### src/rtl/note_player_pkg.sv
// Shared definitions for the note controller and note player:
// default count width, FSM encodings and note half-period constants.
package note_player_pkg;

    localparam int W_DEF = 28;

    typedef enum logic [1:0] {
        ST_IDLE = 2'd0,
        ST_PLAY = 2'd1,
        ST_GAP  = 2'd2
    } state_t;

    // Half-period overflow counts for a 50 MHz clock
    localparam int DO4  = 95556;
    localparam int RE4  = 85131;
    localparam int MI4  = 75843;
    localparam int FA4  = 71586;
    localparam int SOL4 = 63776;
    localparam int LA4  = 56818;
    localparam int SI4  = 50619;
    localparam int DO5  = 47778;

endpackage

### src/rtl/note_player_tone_divider.sv
// Half-period counter and toggle flop producing the raw square wave.
// A half period of zero holds the flop low (rest).
module tone_divider
    import note_player_pkg::*;
#(
    parameter int W = W_DEF
) (
    input  logic         clk,
    input  logic         rst,
    input  logic         run,
    input  logic         clr,
    input  logic [W-1:0] half_period,
    output logic         tone
);

    localparam logic [W-1:0] ONE = W'(1);

    logic [W-1:0] r_half_cnt;
    logic         r_tone;
    logic         w_last;

    assign w_last = (r_half_cnt == half_period - ONE);

    always_ff @(posedge clk or posedge rst) begin
        if (rst) begin
            r_half_cnt <= '0;
            r_tone     <= 1'b0;
        end else if (clr) begin
            r_half_cnt <= '0;
            r_tone     <= 1'b0;
        end else if (run && (half_period != '0)) begin
            if (w_last) begin
                r_half_cnt <= '0;
                r_tone     <= ~r_tone;
            end else begin
                r_half_cnt <= r_half_cnt + ONE;
            end
        end
    end

    assign tone = r_tone;

endmodule

### src/rtl/note_player.sv
// Plays one latched note as a gated square wave, reports busy (duracao)
// and pulses note_done when returning to IDLE.
module note_player
    import note_player_pkg::*;
#(
    parameter int W          = W_DEF,
    parameter int GAP_CYCLES = 0
) (
    input  logic         clk,
    input  logic         rst,
    input  logic         ena,
    input  logic         pause,
    input  logic         disparo,
    input  logic [W-1:0] freq_ov,
    input  logic [W-1:0] temp_ov,
    output logic         audio_out,
    output logic         duracao,
    output logic         note_done
);

    localparam logic [W-1:0] ONE      = W'(1);
    localparam logic [W-1:0] GAP_LAST =
        W'((GAP_CYCLES > 0) ? GAP_CYCLES - 1 : 0);
    localparam logic         HAS_GAP  = (GAP_CYCLES > 0);

    state_t       r_state;
    state_t       w_next;
    logic [W-1:0] r_freq;
    logic [W-1:0] r_temp;
    logic [W-1:0] r_dur_cnt;
    logic [W-1:0] r_gap_cnt;
    logic         r_done;

    logic         w_run;
    logic         w_load;
    logic         w_to_idle;
    logic         w_dur_last;
    logic         w_gap_last;
    logic [W-1:0] w_temp_eff;
    logic         w_tone;

    assign w_run      = ena & ~pause;
    assign w_load     = w_run & disparo & (r_state == ST_IDLE);
    assign w_temp_eff = (temp_ov == '0) ? ONE : temp_ov;
    assign w_dur_last = (r_dur_cnt == r_temp - ONE);
    assign w_gap_last = (r_gap_cnt == GAP_LAST);

    always_comb begin
        w_next    = r_state;
        w_to_idle = 1'b0;
        if (w_run) begin
            unique case (r_state)
                ST_IDLE: begin
                    if (disparo)
                        w_next = ST_PLAY;
                end
                ST_PLAY: begin
                    if (w_dur_last) begin
                        if (HAS_GAP) begin
                            w_next = ST_GAP;
                        end else begin
                            w_next    = ST_IDLE;
                            w_to_idle = 1'b1;
                        end
                    end
                end
                ST_GAP: begin
                    if (w_gap_last) begin
                        w_next    = ST_IDLE;
                        w_to_idle = 1'b1;
                    end
                end
                default: w_next = ST_IDLE;
            endcase
        end
    end

    always_ff @(posedge clk or posedge rst) begin
        if (rst) begin
            r_state <= ST_IDLE;
            r_done  <= 1'b0;
        end else begin
            r_state <= w_next;
            r_done  <= w_to_idle;
        end
    end

    // Limits are captured only at load; later input changes are ignored
    always_ff @(posedge clk or posedge rst) begin
        if (rst) begin
            r_freq    <= '0;
            r_temp    <= '0;
            r_dur_cnt <= '0;
            r_gap_cnt <= '0;
        end else if (w_load) begin
            r_freq    <= freq_ov;
            r_temp    <= w_temp_eff;
            r_dur_cnt <= '0;
            r_gap_cnt <= '0;
        end else if (w_run) begin
            if ((r_state == ST_PLAY) && !w_dur_last)
                r_dur_cnt <= r_dur_cnt + ONE;
            if ((r_state == ST_GAP) && !w_gap_last)
                r_gap_cnt <= r_gap_cnt + ONE;
        end
    end

    tone_divider #(
        .W(W)
    ) u_tone (
        .clk        (clk),
        .rst        (rst),
        .run        (w_run & (r_state == ST_PLAY)),
        .clr        (w_load),
        .half_period(r_freq),
        .tone       (w_tone)
    );

    assign audio_out = w_run & (r_state == ST_PLAY)
                     & (r_freq != '0) & w_tone;
    assign duracao   = (r_state != ST_IDLE);
    assign note_done = r_done;

endmodule
### config.mk
export PLATFORM = sky130hd
export DESIGN_NAME = note_player
export DESIGN_NICKNAME = d
export VERILOG_FILES = /design/src/rtl/note_player_pkg.sv /design/src/rtl/note_player_tone_divider.sv /design/src/rtl/note_player.sv
export SDC_FILE = /design/constraint.sdc
export NUM_CORES = 1
export LEC_CHECK = 0
export ABC_AREA = 1
export BUFFER_PORTS_ARGS = -buffer_cell sky130_fd_sc_hd__buf_2
export CAP_MARGIN = 20
export CORE_AREA = 8 8 134 136
export DETAILED_ROUTE_END_ITERATION = 12
export DIE_AREA = 0 0 142 144
export GPL_TIMING_DRIVEN = 0
export PLACE_DENSITY_LB_ADDON = 0.05
export SYNTH_ARGS = -nofsm -noshare
export SYNTH_HDL_FRONTEND = slang
export SYNTH_HIERARCHICAL = 1
export SYNTH_SLANG_ARGS = --single-unit
### constraint.sdc
create_clock -name clk -period 2.6 [get_ports clk]
set_clock_uncertainty 0.2 [all_clocks]
set_input_delay 0.26 -clock clk [delete_from_list [all_inputs] [get_ports clk]]
set_output_delay 0.26 -clock clk [all_outputs]
set_load 0.01 [all_outputs]
=== Yosys cells after proc, flatten, opt, wreduce, memory -nomap -nowiden ===
Index checks and enable logic that the tools add are counted.

* Equal/unequal tests: 7
* Bitwise operators: 8
* Reductions and logical operators: 19
* Muxes and demuxes: 21
* Add/subtract/negate cells: 5

{| class="wikitable"
|+ Operators by type and width
! kind !! count
|-
| 2-to-1 mux 28 bit || 10
|-
| adder 28 x 1 -> 28 bit (second input constant) || 3
|-
| equality test 28 bit || 2
|-
| zero test 28 bit || 2
|-
| subtractor 28 x 1 -> 28 bit (second input constant) || 2
|-
| nonzero test 28 bit || 1
|-
| nonzero test 2 bit || 6
|-
| AND 1 bit || 6
|-
| 2-to-1 mux 1 bit || 6
|-
| 2-to-1 mux 2 bit || 3
|-
| != test 2 bit (second input constant) || 3
|-
| one-hot mux 2 bit (3 select lines) || 1
|-
| AND reduction 2 bit || 3
|-
| AND reduction 4 bit || 1
|-
| logical AND 1 bit || 3
|-
| equality test 2 x 1 -> 1 bit (second input constant) || 1
|-
| equality test 2 bit (second input constant) || 1
|-
| zero test 1 bit || 2
|-
| zero test 2 bit || 1
|-
| inverter 1 bit || 2
|-
| one-hot mux 1 bit (2 select lines) || 1
|}

* Input port bits: 61
* Flip-flop bits (word level): 144

=== Depth between registers and ports, before layout ===
* Depth after elaboration: 7
* Gate-level depth with buffers: 19

=== Cells and area by module ===
The synthesis kept the hierarchy.

{| class="wikitable"
|+ By module, submodules not included
! module !! area each (um2) !! sequential area each (um2) !! times used !! cells each
|-
| note_player || 5559.1 || 2152.1 || 1 || 800
|-
| tone_divider || 3111.7 || 725.7 || 1 || 474
|}

=== Worst setup path after synthesis ===
OpenSTA, ideal clock, no wires.

* Path kind: input-to-reg
* Start: input port ena
* End: register u_tone.r_half_cnt[24]
* Path slack: 0.257 ns
* Path buffers: 1
* Library setup time: 0.127 ns
* Arrival time: 2.016 ns
* Stages: 14
* Cells stage by stage: inv_1 -> nor2_1 -> nand2_1 -> nor2_1 -> clkbuf_1 -> inv_1 -> nand2_2 -> nand2_1 -> nor2_1 -> nand2_1 -> nor2_1 -> nor2_1 -> nor2_1 -> a21oi_1

* Cells in the longest elaborated chain, start to end: 4
* Elaborated cells on any way between the ends: 7
* Those cells by class: 1 x mux; 4 x bitwise; 2 x reduce/logical

{| class="wikitable"
|+ RTL lines
! item !! line !! RTL
|-
| start, declared || note_player.sv:11 || <nowiki>input logic ena,</nowiki>
|-
| AND 1 bit (*) || note_player.sv:42 || <nowiki>assign w_run = ena & ~pause;</nowiki>
|-
| AND 1 bit (*) (2 in a row) || note_player.sv:43 || <nowiki>assign w_load = w_run & disparo & (r_state == ST_IDLE);</nowiki>
|-
| net w_load || note_player.sv:35 || <nowiki>logic w_load;</nowiki>
|-
| 2-to-1 mux 28 bit or nonzero test 2 bit (tied branches) || - ||
|-
| end signal, assigned || note_player_tone_divider.sv:36 || <nowiki>r_half_cnt <= r_half_cnt + ONE;</nowiki>
|-
| end, declared || note_player_tone_divider.sv:18 || <nowiki>logic [W-1:0] r_half_cnt;</nowiki>
|}

Mark *: on every way through the listed nets, which the timed path passes. The rest lies on a longest branch.
A chain may end at the register's enable or synchronous reset.

=== Worst setup path after layout ===
* Start: register r_freq[0]
* End: register u_tone.r_half_cnt[27]

* Cells in the longest elaborated chain, start to end: 5
* Elaborated cells on any way between the ends: 8
* Those cells by class: 1 x add/sub; 1 x eq/ne; 3 x mux; 3 x reduce/logical

{| class="wikitable"
|+ RTL lines
! item !! line !! RTL
|-
| start, declared || note_player.sv:28 || <nowiki>logic [W-1:0] r_freq;</nowiki>
|-
| start signal, assigned || note_player.sv:96 || <nowiki>r_freq <= freq_ov;</nowiki>
|-
| subtractor 28 x 1 -> 28 bit || note_player_tone_divider.sv:22 || <nowiki>assign w_last = (r_half_cnt == half_period - ONE);</nowiki>
|-
| equality test 28 bit || note_player_tone_divider.sv:22 ||
|-
| 2-to-1 mux 28 bit || note_player_tone_divider.sv:32 || <nowiki>if (w_last) begin</nowiki>
|-
| 2-to-1 mux 28 bit || note_player_tone_divider.sv:31 || <nowiki>end else if (run && (half_period != '0)) begin</nowiki>
|-
| 2-to-1 mux 28 bit || note_player_tone_divider.sv:28 || <nowiki>end else if (clr) begin</nowiki>
|}

Parallel ways exist; a longest one is shown, timed or not. The select of a mux whose other input is x is not followed.

==> results.json <==
{
  "routed_wl_um": 27700,
  "coreArea_mm2": 0.0161,
  "leakagePower_nw": 5.72,
  "synthCells": 1274,
  "yosys.area.top_type": "dfrtp_1",
  "fillers": 1388,
  "crit_required_ns": 2.69,
  "grt_pass1_vias": 8538,
  "rsz0062_at_grt": "true",
  "start_util_pct": 54.0,
  "num_io_pins": 64,
  "synth.most_common_cell": "nand2_1",
  "ys_seq_area_share_pct": 33.2,
  "antenna_cells": 0,
  "drt.antenna.violating_nets": 0,
  "finalNonFillerCells": 1688,
  "crit_fanout": 7,
  "fin_util_pct": 70.2,
  "root_buffer": "clkbuf_16",
  "antenna_found_initial": 0,
  "status": "complete, but fails checks",
  "ys_seq_elements": 115,
  "dp.cells": 1560,
  "area_growth_pct": 29.9,
  "drv_cap": 0,
  "cts_buffer_depth": 2,
  "grt_max_degree": 42,
  "drc": 0,
  "crit_type": "register to register",
  "setup_viol": 7,
  "ys_warn_count": 6,
  "drive_gt1_share_pct": 20.8,
  "fp.dieW_um": 142,
  "nNetsFinal": 1521,
  "timing.critical_path.arrival_ns": 2.71,
  "synthFlopType": "dfrtp_1",
  "clock-sinks": 115,
  "clock_latency_ns": 0.41,
  "routed-via-count": 8942,
  "synth_top_area_share_pct": 33.2,
  "cts_tree": "done",
  "drtIter0Drc": 627,
  "synth-edff-count": 0,
  "port_buffers": 63,
  "maxSlewHeadroom_pct": 54.5,
  "power_density_mw_per_mm2": 483,
  "finalSetupTns_ns": -0.0529,
  "dp_hpwl_um": 20000,
  "crit_path_start_kind": "register",
  "clkTransAtPathRegs_ns": 0.05,
  "synth_fp_nets": 1339,
  "wl_per_cell_um": 16.4,
  "fin_ws_ns": -0.0155,
  "syn_area_per_cell_um2": 6.81,
  "worstSetupEndpointType": "register",
  "fmax_mhz": 382,
  "grt_use_total_pct": 27.0,
  "die_h_um": 144,
  "ir_drop_mv": 0.448,
  "final.min_clock_period_ns": 2.62,
  "async_reset_ff_share_pct": 100,
  "grt.busiest_layer": "met2",
  "synth.distinct_cells": 40,
  "min_period_over_period_pct": 101,
  "grt_use_met2_pct": 48.0,
  "finalHoldViolations": 0,
  "die_area_mm2": 0.0204,
  "gp_congestion": 0.925,
  "firstDrtPassIters": 5,
  "rows": 47,
  "met3_usage_pct": 4.06,
  "met1_usage_pct": 30.8,
  "cts_buffers": 17,
  "h-tree-depth": 4,
  "yosys-top-cells-area": "dfrtp_1, nand2_1, xor2_1, inv_1, nor2_1",
  "grt_pass1_wl_um": 43100,
  "synth_top_cells_by_count": "nand2_1, inv_1, nor2_1, dfrtp_1, nand3_1",
  "overflow": 0,
  "hold_path_class": "input pin to register",
  "netlist_area_mm2": 0.00867,
  "violations": "negative setup slack",
  "report.final.slew_viol_count": 0,
  "worstMarginPinSlew_ns": 0.677,
  "post_drt_via_cell_ratio": 5.30
}
==> cells by family (layout without fill, tap and decap cells) <==
group / after synthesis / in the layout / share of synthesized area (%)
buffers and inverters: 180 / 373 / 8.92
and+or+nand+nor: 817 / 818 / 42.9
xor gates and xnor gates: 94 / 94 / 9.49
adders and majority gates: 4 / 4 / 0.577
AOI/OAI and AO/OA: 64 / 64 / 4.89
DFF: 115 / 115 / 33.2
==> per-layer routing <==
metal,vias to the layer above,part of all wire [%]
li1,4425,-
met1,4167,40
met2,281,51
met3,69,4.3
met4,0,4.1
met5,-,0
==> cell usage in the layout (no fill, tap or decap), types with 18 or more instances in the layout <==
| cell | n |
|---|---|
| nor2_1 | 109 |
| dlygate4sd3_1 | 58 |
| buf_2 | 70 |
| nor2_2 | 37 |
| inv_1 | 134 |
| nor2_4 | 19 |
| nand3_1 | 77 |
| dfrtp_1 | 101 |
| nand2_1 | 419 |
| clkbuf_1 | 18 |
| xor2_1 | 67 |
| nand3_2 | 23 |
| nand4_1 | 55 |
| buf_4 | 31 |
| xnor2_1 | 27 |
| a21oi_2 | 20 |
| clkbuf_16 | 22 |
| nor4_1 | 19 |
| o21ai_0 | 27 |
==> area by class of cell <==
| class | instances | area (um^2) | area share, % |
|---|---|---|---|
| sequential | 115 | 2900 | 25.7 |
| clock inverter | 8 | 103 | 0.911 |
| multi-input combinational | 980 | 5340 | 47.4 |
| clock buffer | 23 | 468 | 4.15 |
| tap | 220 | 275 | 2.44 |
| buffer | 37 | 254 | 2.25 |
| timing repair buffer | 163 | 1400 | 12.4 |
| inverter | 142 | 537 | 4.76 |
==> registers in the layout, summed over array words and instances, names as in the netlist <==
register,count
u_tone/r_half_cnt,28
r_state,1
r_dur_cnt,28
r_freq,28
note_done,1
u_tone/tone,1
r_temp,28
==> timing repair <==
action | in CTS | in global routing
pin swaps | 4 | 52
gates resized for setup | 17 | 89
cloned | 0 | 6
setup buffers | 7 | 27
setup endpoints to repair | 81 | 87
hold endpoints to repair | 130 | 0
hold buffers | 58 | 0
==> through the flow <==
step	instance area [um^2]	hold WS [ns]	power (W)	worst slack [ns]
5_1_grt	11300	0.0811	0.00568	-0.141
3_5_place_dp	9330	0.000117	0.00296	-0.680
6_report	11300	0.0836	0.00544	-0.0155
3_3_place_gp	9270	0.264	0.00293	-0.683
4_1_cts	10600	0.0493	0.00535	0.0113
2_1_floorplan	8670	0.138	0.00269	0.257
==> critical path: stages, from the launching register on <==
cell and delay [ns]:
dfrtp_1 0.41, inv_2 0.13, ha_4 0.19, nand2_8 0.08
nor2_8 0.16, buf_4 0.13, nand3_1 0.06, nand2_1 0.10
nand2_1 0.06, nand2_1 0.08, nand2_1 0.06, nor2_1 0.09
nand2_1 0.09, nor2_2 0.16, nand2_4 0.11, nand2_8 0.15
clkbuf_16 0.17, a21oi_2 0.05
==> path summary, 6_finish.rpt <==
kind	from	end	slack (ns)	depth (start not counted)
setup / recovery	r_freq[0]$_DFFE_PP0P_	u_tone/r_half_cnt[27]$_DFFE_PP0P_	-0.02	17
hold / removal	temp_ov[0]	r_temp[0]$_DFFE_PP0P_	0.08	3
setup reg to reg	r_freq[0]$_DFFE_PP0P_	u_tone/r_half_cnt[27]$_DFFE_PP0P_	-0.02	17
hold reg to reg	u_tone/tone$_DFFE_PP0P_	u_tone/tone$_DFFE_PP0P_	0.32	2
max in group asynchronous	rst	r_freq[6]$_DFFE_PP0P_	1.31	5
min in group asynchronous	rst	r_freq[13]$_DFFE_PP0P_	0.12	3
==> where the power goes <==
group / total, W / internal (W) / switching (W)
clock network: 0.00232 / 0.00146 / 0.000859
registers: 0.00205 / 0.00189 / 0.000156
logic: 0.00108 / 0.000450 / 0.000628
total: 0.00544 / 0.00380 / 0.00164
Note: power is estimated with default switching activity, not from simulation.
